===== src/rtl/pairing_uart_pkg.sv =====
// rtl/pairing_uart_pkg.sv - shared widths and bit-FSM state type for the pairing UART loader
//   EXT_DATA_W      operand width written to the pairing core
//   EXT_ADDR_W      word address width
//   BYTES_PER_WORD  operand bytes following the address byte in a frame
//   rx_state_t      UART receive bit-FSM states
package pairing_uart_pkg;

  localparam int EXT_DATA_W     = 304;
  localparam int EXT_ADDR_W     = 8;
  localparam int BYTES_PER_WORD = 38;

  typedef enum logic [1:0] {
    ST_IDLE  = 2'd0,
    ST_START = 2'd1,
    ST_DATA  = 2'd2,
    ST_STOP  = 2'd3
  } rx_state_t;

endpackage


===== src/rtl/uart_rx_byte.sv =====
// rtl/uart_rx_byte.sv - 8N1 UART byte receiver with input synchronizer
//   clk, rstn   core clock, asynchronous active-low reset
//   rxd         raw serial line (idle high, asynchronous)
//   byte_valid  high on the stop-bit sample cycle when the stop bit is high
//   byte_data   received byte, valid with byte_valid
//   stop_err    high on the stop-bit sample cycle when the stop bit is low
//   idle        bit FSM is in IDLE
module uart_rx_byte
  import pairing_uart_pkg::*;
#(
  parameter int CLKS_PER_BIT = 868
) (
  input  logic       clk,
  input  logic       rstn,
  input  logic       rxd,
  output logic       byte_valid,
  output logic [7:0] byte_data,
  output logic       stop_err,
  output logic       idle
);

  localparam logic [15:0] HALF_M1 = 16'(CLKS_PER_BIT / 2 - 1);
  localparam logic [15:0] FULL_M1 = 16'(CLKS_PER_BIT - 1);

  logic        sync1;
  logic        sync2;
  logic        armed;
  rx_state_t   state;
  logic [15:0] timer;
  logic [2:0]  bit_idx;
  logic [7:0]  shreg;
  logic        stop_sample;

  // Stop-bit outcome is reported on the sample cycle itself so the frame
  // assembler can register its strobe one cycle after the sample.
  assign stop_sample = (state == ST_STOP) && (timer == FULL_M1);
  assign byte_valid  = stop_sample && sync2;
  assign stop_err    = stop_sample && !sync2;
  assign byte_data   = shreg;
  assign idle        = (state == ST_IDLE);

  always_ff @(posedge clk or negedge rstn) begin
    if (!rstn) begin
      sync1   <= 1'b1;
      sync2   <= 1'b1;
      armed   <= 1'b1;
      state   <= ST_IDLE;
      timer   <= '0;
      bit_idx <= '0;
      shreg   <= '0;
    end else begin
      sync1 <= rxd;
      sync2 <= sync1;
      case (state)
        ST_IDLE: begin
          timer   <= '0;
          bit_idx <= '0;
          // After a low stop bit the line must go high again before a new
          // falling edge is treated as a start bit.
          if (sync2) armed <= 1'b1;
          else if (armed) state <= ST_START;
        end
        ST_START: begin
          if (timer == HALF_M1) begin
            timer <= '0;
            state <= sync2 ? ST_IDLE : ST_DATA;
          end else begin
            timer <= timer + 16'd1;
          end
        end
        ST_DATA: begin
          if (timer == FULL_M1) begin
            timer   <= '0;
            shreg   <= {sync2, shreg[7:1]};
            bit_idx <= bit_idx + 3'd1;
            if (bit_idx == 3'd7) state <= ST_STOP;
          end else begin
            timer <= timer + 16'd1;
          end
        end
        ST_STOP: begin
          if (timer == FULL_M1) begin
            timer <= '0;
            state <= ST_IDLE;
            if (!sync2) armed <= 1'b0;
          end else begin
            timer <= timer + 16'd1;
          end
        end
        default: state <= ST_IDLE;
      endcase
    end
  end

endmodule


===== src/rtl/pairing_uart_loader.sv =====
// rtl/pairing_uart_loader.sv - UART frame loader driving the pairing core external input port
//   clk, rstn   core clock, asynchronous active-low reset
//   uart_rxd    serial line, idle high
//   extin_addr  address of the last completed frame
//   extin_data  304-bit operand of the last completed frame
//   extin_en    one-cycle write strobe
//   frame_err   one-cycle pulse on bad stop bit or partial-frame timeout
//   busy        a frame or byte is partially received
module pairing_uart_loader
  import pairing_uart_pkg::*;
#(
  parameter int CLKS_PER_BIT = 868,
  parameter int TIMEOUT_CLKS = 16 * CLKS_PER_BIT
) (
  input  logic                  clk,
  input  logic                  rstn,
  input  logic                  uart_rxd,
  output logic [EXT_ADDR_W-1:0] extin_addr,
  output logic [EXT_DATA_W-1:0] extin_data,
  output logic                  extin_en,
  output logic                  frame_err,
  output logic                  busy
);

  localparam logic [5:0]  LAST_BYTE = 6'(BYTES_PER_WORD);
  localparam logic [31:0] TO_M1     = 32'(TIMEOUT_CLKS - 1);

  logic                  rx_valid;
  logic [7:0]            rx_data;
  logic                  rx_stop_err;
  logic                  rx_idle;
  logic [5:0]            byte_cnt;
  logic [EXT_ADDR_W-1:0] addr_asm;
  logic [EXT_DATA_W-1:0] data_asm;
  logic [EXT_DATA_W-1:0] data_next;
  logic [31:0]           idle_cnt;
  logic                  timeout_hit;

  uart_rx_byte #(
    .CLKS_PER_BIT(CLKS_PER_BIT)
  ) u_rx (
    .clk       (clk),
    .rstn      (rstn),
    .rxd       (uart_rxd),
    .byte_valid(rx_valid),
    .byte_data (rx_data),
    .stop_err  (rx_stop_err),
    .idle      (rx_idle)
  );

  // Operand arrives most-significant byte first, so each byte enters at the bottom.
  assign data_next   = {data_asm[EXT_DATA_W-9:0], rx_data};
  assign timeout_hit = (byte_cnt != 6'd0) && rx_idle && (idle_cnt == TO_M1);
  assign busy        = (byte_cnt != 6'd0) || !rx_idle;

  always_ff @(posedge clk or negedge rstn) begin
    if (!rstn) begin
      byte_cnt   <= '0;
      addr_asm   <= '0;
      data_asm   <= '0;
      idle_cnt   <= '0;
      extin_addr <= '0;
      extin_data <= '0;
      extin_en   <= 1'b0;
      frame_err  <= 1'b0;
    end else begin
      extin_en  <= 1'b0;
      frame_err <= rx_stop_err || timeout_hit;

      // Idle time only accumulates between bytes of a partial frame; any
      // start detect takes the bit FSM out of IDLE and clears it.
      if ((byte_cnt != 6'd0) && rx_idle && !timeout_hit) idle_cnt <= idle_cnt + 32'd1;
      else idle_cnt <= '0;

      if (rx_stop_err || timeout_hit) begin
        byte_cnt <= '0;
      end else if (rx_valid) begin
        if (byte_cnt == 6'd0) begin
          addr_asm <= rx_data;
          byte_cnt <= 6'd1;
        end else begin
          data_asm <= data_next;
          if (byte_cnt == LAST_BYTE) begin
            extin_addr <= addr_asm;
            extin_data <= data_next;
            extin_en   <= 1'b1;
            byte_cnt   <= '0;
          end else begin
            byte_cnt <= byte_cnt + 6'd1;
          end
        end
      end
    end
  end

endmodule

===== config.mk =====
export PLATFORM = sky130hd
export DESIGN_NAME = pairing_uart_loader
export DESIGN_NICKNAME = d
export VERILOG_FILES = /design/src/rtl/pairing_uart_pkg.sv /design/src/rtl/uart_rx_byte.sv /design/src/rtl/pairing_uart_loader.sv
export SDC_FILE = /design/constraint.sdc
export NUM_CORES = 1
export LEC_CHECK = 0
export BUFFER_PORTS_ARGS = -buffer_cell sky130_fd_sc_hd__buf_2
export CAP_MARGIN = 20
export CORE_ASPECT_RATIO = 0.75
export CORE_MARGIN = 2
export CORE_UTILIZATION = 52
export DETAILED_ROUTE_END_ITERATION = 12
export PLACE_DENSITY = 0.81
export SYNTH_ARGS = -nofsm -noshare
export SYNTH_HDL_FRONTEND = slang
export SYNTH_SLANG_ARGS = --single-unit

===== constraint.sdc =====
create_clock -name clk -period 2.28 [get_ports clk]
set_input_delay 0.114 -clock clk [delete_from_list [all_inputs] [get_ports clk]]
set_output_delay 0.114 -clock clk [all_outputs]
set_load 0.02 [all_outputs]

==> out/results.ini, run 1 <==
[global_routing]
grt_usage_pct=24.45
antenna_found_initial=0
grt_max_degree=129
grt_pass1_wl_um=102100
grt_pass1_vias=18715
gr-total-overflow=0

[final_layout]
syn_to_final_growth_pct=22.93
final_common_cell=nand2_1
final_nets=2729
multiInputGateArea_mm2=0.008319
layout_common_cells=912 x nand2_1, 685 x dfrtp_1, 316 x buf_2
drive_gt1_share_pct=24.19
fillCellCount=3499
final-seq-area_mm2=0.01722
diodes=0
fin_util_pct=64.66

[worst_setup_path]
cpPeakStageDelay_ps=530
cp_slowest_cell=or4_4
cp_cell_sequence=inv_2 > ha_4 > inv_2 > or4_4 > buf_6 > nand4_1 > buf_6 > clkbuf_16 > clkbuf_16 > nand2_1 > nand2_1
r2r_setup_slack_ps=-5
crit_type=reg2reg
cp.required_ps=2810
crit_path_end_kind=flop
critPathMaxFanout=7
crit_buf_inv=6
crit_family=simple AND/OR/NAND/NOR gates
cp-start-kind=flop
worstPathArrival_ps=2810

[placed_design]
dp_hpwl_um=42770
port_buffers=317
gp_congestion=0.8136
place_ws_ps=-12.88

[clocking]
cts.sinks=688
htree_levels=3
cts_buffers=67
cts_max_path_buffers=3
cts_root_buf=clkbuf_16
path_clk_slew_ps=60
cts_tree=yes
insertion_delay_ps=600

[yosys]
synthTopCellsByArea=dfrtp_1 65%, nand2_1 13%, o22a_1 8.3%
seq_area_frac_synth_pct=65.46
synth-seq-cells=688
synth_nets=2338
synth_area_mm2=0.02631
synth_top_area_cell=dfrtp_1
synthesis.instances=2326
yosysWarnings=0
synth_ff_type=dfrtp_1
async_reset_ff_share_pct=100.0
synth_edf_count=0
synth_top_area_share_pct=65.16
synth.distinct_cells=50
avgSynthCellArea_um2=11.31

[floorplan]
design.portCount=318
num_rows=71
die_h_um=198.8
die-area_mm2=0.05242
coreArea_mm2=0.05001
start_util_pct=52.60
die_x_um=263.7

[timing]
period_needed_ps=2285
slew_viol_final=0
timing.final.crit_share_pct=100.2
worstMarginPinSlew_ps=642.6
slew_headroom_pct=56.76
skew_ps=18.22
fin_ws_ps=-5.113
rsz0062_at_grt=true
whs_ps=61.48
hold_viol_final=0
max_freq_mhz=437.6
setup_viol=1

[drt]
wirelength_um=69760
drtIter0Drc=1751
dr.pass1.iters=5
wl_per_cell_um=20.35
ant_nets=0
vias=19332
drc_errors=0
viasPerCell=5.641

[pwr]
clkPwrFrac_pct=46.8
p_int_mw=19.10
p_sw_mw=5.130
p_per_area_mw_per_mm2=749.3
p_comb_share_pct=2.4
pwr-share-seq_pct=50.7
p_leak_nw=17.71
ir_drop_mv=0.6266
p_sw_share_pct=21.17

[outcome]
violations=setup timing
status=finished, violations left

[min_path]
hp-class=in2async

[flow_run]
drv_cap=0

[layout make-up]
class,instances,share of cell area [%]
clock buffer,99,6.152
clock inverter,23,0.8706
inverter,11,0.1277
multi-input combinational,1490,25.73
sequential,688,53.25
tap,657,2.542
timing repair buffer,459,11.33
[sequential cells by signal (all words and copies together), names as in the netlist, named ones only]
name / flops
extin_data: 304
data_asm: 296
idle_cnt: 32
u_rx.timer: 16
addr_asm: 8
extin_addr: 8
u_rx.byte_data: 8
byte_cnt: 6
u_rx.bit_idx: 3
extin_en: 1
frame_err: 1
u_rx.armed: 1
u_rx.state: 1
u_rx.sync1: 1
u_rx.sync2: 1
[power by group through the flow]
stage	Combinational, mW	Clock [mW]	Sequential (mW)
detailed placement	0.576	0	12.5
finish	0.588	11.3	12.3
global placement	0.551	0	12.5
global route	0.664	12.0	12.3
CTS	0.587	11.5	12.3
floorplan	0.153	0	12.5
[per-layer routing]
layer	up-vias	share of wire (%)	GRT usage, %
li1	8568	-	-
met1	9916	43	34.06
met2	704	48	38.90
met3	144	5.8	4.939
met4	0	2.7	8.000
met5	-	0	0
[what timing repair did]
item                       4_1_cts  5_1_grt
hold endpoints to repair       171        0
gates resized for setup          9       36
gates cloned                     0       27
hold buffers                     2        0
pin swaps                        3       11
buffers inserted                 0       15
setup endpoints to repair      143      507
[logic make-up (layout without fill, tap and decap cells)]
group | Yosys count | count (layout) | share of synthesized area (%)
xor+xnor | 44 | 44 | 1.465
mux | 81 | 81 | 3.896
flops | 688 | 688 | 65.46
simple gates | 1081 | 1083 | 16.52
buf+inv | 150 | 592 | 3.306
compound gates | 273 | 273 | 8.918
fa+ha+maj | 9 | 9 | 0.4281
[synth_stat cells (4+ instances only)]
library cell    n
and3_1         10
a21oi_1         5
buf_4          54
mux2_4         30
and4_1          7
nor3_1         12
nand4_1        13
ha_1            9
clkbuf_1       39
o21ai_0         4
a22o_1          4
buf_2          29
o22a_1        249
nand3_1        25
mux2_2         50
xor2_1         20
xnor2_1        24
nand2_1       913
dfrtp_1       685
nor2_1         65
nor4_1         13
buf_1          12
inv_1          11
[final timing paths]
check,start,to,depth (start not counted)
worst max-delay path,byte_cnt[0]$_DFFE_PN0P_,data_asm[139]$_DFFE_PN0P_,11
worst min-delay path,rstn,extin_data[89]$_DFFE_PN0P_,2
worst max register to register,byte_cnt[0]$_DFFE_PN0P_,data_asm[139]$_DFFE_PN0P_,11
worst min register to register,u_rx.sync1$_DFF_PN1_,u_rx.sync2$_DFF_PN1_,0
max in group asynchronous,rstn,extin_data[235]$_DFFE_PN0P_,4
min in group clk,uart_rxd,u_rx.sync1$_DFF_PN1_,2
[through the flow]
step | instance area [µm²] | cells | total power, mW | setup TNS [ps]
after global placement | 29120 | 3262 | 13.06 | 0
after CTS | 31470 | 3386 | 24.38 | -2.096
after floorplan | 26310 | 2326 | 12.68 | 0
after global routing | 32340 | 3427 | 24.97 | -10020
after detailed placement | 29120 | 3262 | 13.09 | -45.03
final | 32340 | 3427 | 24.23 | -5.113
No activity file was read; power rests on OpenSTA's default activity.
==> run 2: changes to the inputs <==
--- a/config.mk
+++ b/config.mk
@@ -6,12 +6,12 @@
 export NUM_CORES = 1
 export LEC_CHECK = 0
 export BUFFER_PORTS_ARGS = -buffer_cell sky130_fd_sc_hd__buf_2
-export CAP_MARGIN = 20
 export CORE_ASPECT_RATIO = 0.75
 export CORE_MARGIN = 2
 export CORE_UTILIZATION = 52
 export DETAILED_ROUTE_END_ITERATION = 12
 export PLACE_DENSITY = 0.81
+export SKIP_LAST_GASP = 1
 export SYNTH_ARGS = -nofsm -noshare
 export SYNTH_HDL_FRONTEND = slang
 export SYNTH_SLANG_ARGS = --single-unit
==> out/results.ini, run 2 (synthesis results as in run 1) <==
[outcome]
status=completed

[global_routing]
grt_pass1_wl_um=102100
gr-total-overflow=0
grt_max_degree=129
grt_pass1_vias=18693
grt_usage_pct=24.44
antenna_found_initial=0

[worst_setup_path]
ff2ff_path_depth=9
timing.rr.end=extin_data[102]$_DFFE_PN0P_
r2r_setup_slack_ps=30
crit_end=extin_data[102]$_DFFE_PN0P_
crit_start=byte_cnt[0]$_DFFE_PN0P_
crit_type=reg2reg
cp-start-kind=flop
crit_path_end_kind=flop
critPathMaxFanout=52
cp.required_ps=2810
worstPathArrival_ps=2790
reg2reg_from=byte_cnt[0]$_DFFE_PN0P_

[timing]
skew_ps=18.55
period_needed_ps=2253
setup_viol=0
timing.final.crit_share_pct=98.82
slew_viol_final=0
rsz0062_at_grt=true
worstMarginPinSlew_ps=627.8
max_freq_mhz=443.8
hold_viol_final=0
fin_tns_setup_ps=0
slew_headroom_pct=58.15

[drt]
vias=19224
drtIter0Drc=1756
drc_errors=0
wl_per_cell_um=20.14
wirelength_um=68970
viasPerCell=5.614
ant_nets=0
dr.pass1.iters=5

[final_layout]
syn_to_final_growth_pct=22.75
reg.largest.list=extin_data: 304 flops, data_asm: 296 flops, idle_cnt: 32 flops
diodes=0
fin_util_pct=64.56
drive_gt1_share_pct=24.07
final_common_cell=nand2_1
largest_reg_flops=304
final_nets=2726
layout_common_cells=912 x nand2_1, 685 x dfrtp_1, 316 x buf_2
regMostFlops=extin_data
final_cells=3424
fillCellCount=3498

[min_path]
hp-class=in2async

[pwr]
clkPwrFrac_pct=46.9
p_sw_mw=5.137
p_comb_share_pct=2.4
p_int_mw=19.09
p_leak_nw=17.68
pwr-share-seq_pct=50.7
ir_drop_mv=0.6310
p_sw_share_pct=21.20
p_per_area_mw_per_mm2=750.3

[floorplan]
design.portCount=318
die_x_um=263.7
start_util_pct=52.60
die_h_um=198.8
coreArea_mm2=0.05001
die-area_mm2=0.05242
num_rows=71

[placed_design]
dp_hpwl_um=42770
gp_congestion=0.8136
dp.cells=3262
port_buffers=317

[clocking]
cts_max_path_buffers=3
cts_buffers=67
path_clk_slew_ps=60
cts.sinks=688
cts_tree=yes
cts_root_buf=clkbuf_16
htree_levels=3
insertion_delay_ps=600

[flow_run]
drv_cap=0

==> run 2: changes by cell type in the layout (fill, tap and decap cells not counted) <==
| cell | before | now |
|---|---|---|
| buf_12 | 21 | 27 |
| inv_1 | 9 | 10 |
| buf_16 | 15 | 13 |
| buf_6 | 10 | 9 |
| buf_8 | 7 | 6 |
| buf_4 | 68 | 67 |
| inv_2 | 2 | 1 |
| ha_2 | 1 | 2 |
| ha_4 | 1 | 0 |
| and3_2 | 1 | 0 |
| nand2_4 | 1 | 0 |
| clkbuf_16 | 89 | 87 |
==> run 2: power groups by stage <==
| stage | logic, mW | registers (mW) | clock network, mW |
|---|---|---|---|
| after floorplan | 0.153 | 12.5 | 0 |
| after global placement | 0.551 | 12.5 | 0 |
| after detailed placement | 0.576 | 12.5 | 0 |
| after CTS | 0.583 | 12.3 | 11.5 |
| after global routing | 0.653 | 12.3 | 12.0 |
| final | 0.578 | 12.3 | 11.4 |
==> run 2: final cells by class <==
cell class	instances	area [µm²]	share of cell area (%)
tap	657	822.0	2.546
clock buffer	99	1989	6.161
sequential	688	17220	53.33
multi-input combinational	1488	8290	25.68
timing repair buffer	458	3645	11.29
inverter	11	41.29	0.1279
clock inverter	23	281.5	0.8719
==> run 2: metrics by stage <==
stage | hold WS, ps | area (µm²) | power (mW) | worst slack (ps)
floorplan | -181.6 | 26310 | 12.68 | 14.36
global placement | 110.1 | 29120 | 13.06 | 67.96
detailed placement | 107.8 | 29120 | 13.09 | -12.88
CTS | 74.71 | 31440 | 24.37 | -17.37
global route | 102.0 | 32290 | 24.95 | -75.20
finish | 55.99 | 32290 | 24.23 | 26.90
==> run 2: critical path, stage by stage, from the launching register on <==
cell and delay, ps:
dfrtp_1 400, inv_2 80, ha_2 180, inv_1 60, or4_4 520, and4_4 250, nand2_8 100, buf_12 140
buf_16 240, o22a_1 200
==> run 2: worst min-delay path by stage <==
stage | from | end | slack (ps) | cells past startpoint
6_report | rstn | extin_data[89]$_DFFE_PN0P_ | 60 | 2
5_1_grt | rstn | data_asm[95]$_DFFE_PN0P_ | 100 | 2
4_1_cts | rstn | extin_data[119]$_DFFE_PN0P_ | 70 | 2
3_5_place_dp | rstn | extin_data[127]$_DFFE_PN0P_ | 110 | 1
3_3_place_gp | rstn | extin_data[89]$_DFFE_PN0P_ | 110 | 1
2_1_floorplan | rstn | async pin | -180 | 0
==> run 2: layer usage <==
metal  GRT usage [%]  vias to the layer above  share of wire (%)
li1                -                     8561                  -
met1           34.02                     9844                 43
met2           38.88                      694                 49
met3           5.026                      125                5.5
met4           7.915                        0                2.7
met5               0                        -                  0
==> run 2: timing repair <==
item	4_1_cts	5_1_grt
pin swaps	1	9
buffers inserted	0	18
cloned	0	20
endpoints found under the setup margin	143	603
hold buffers	2	0
hold endpoints to repair	171	0
gates resized for setup	5	36
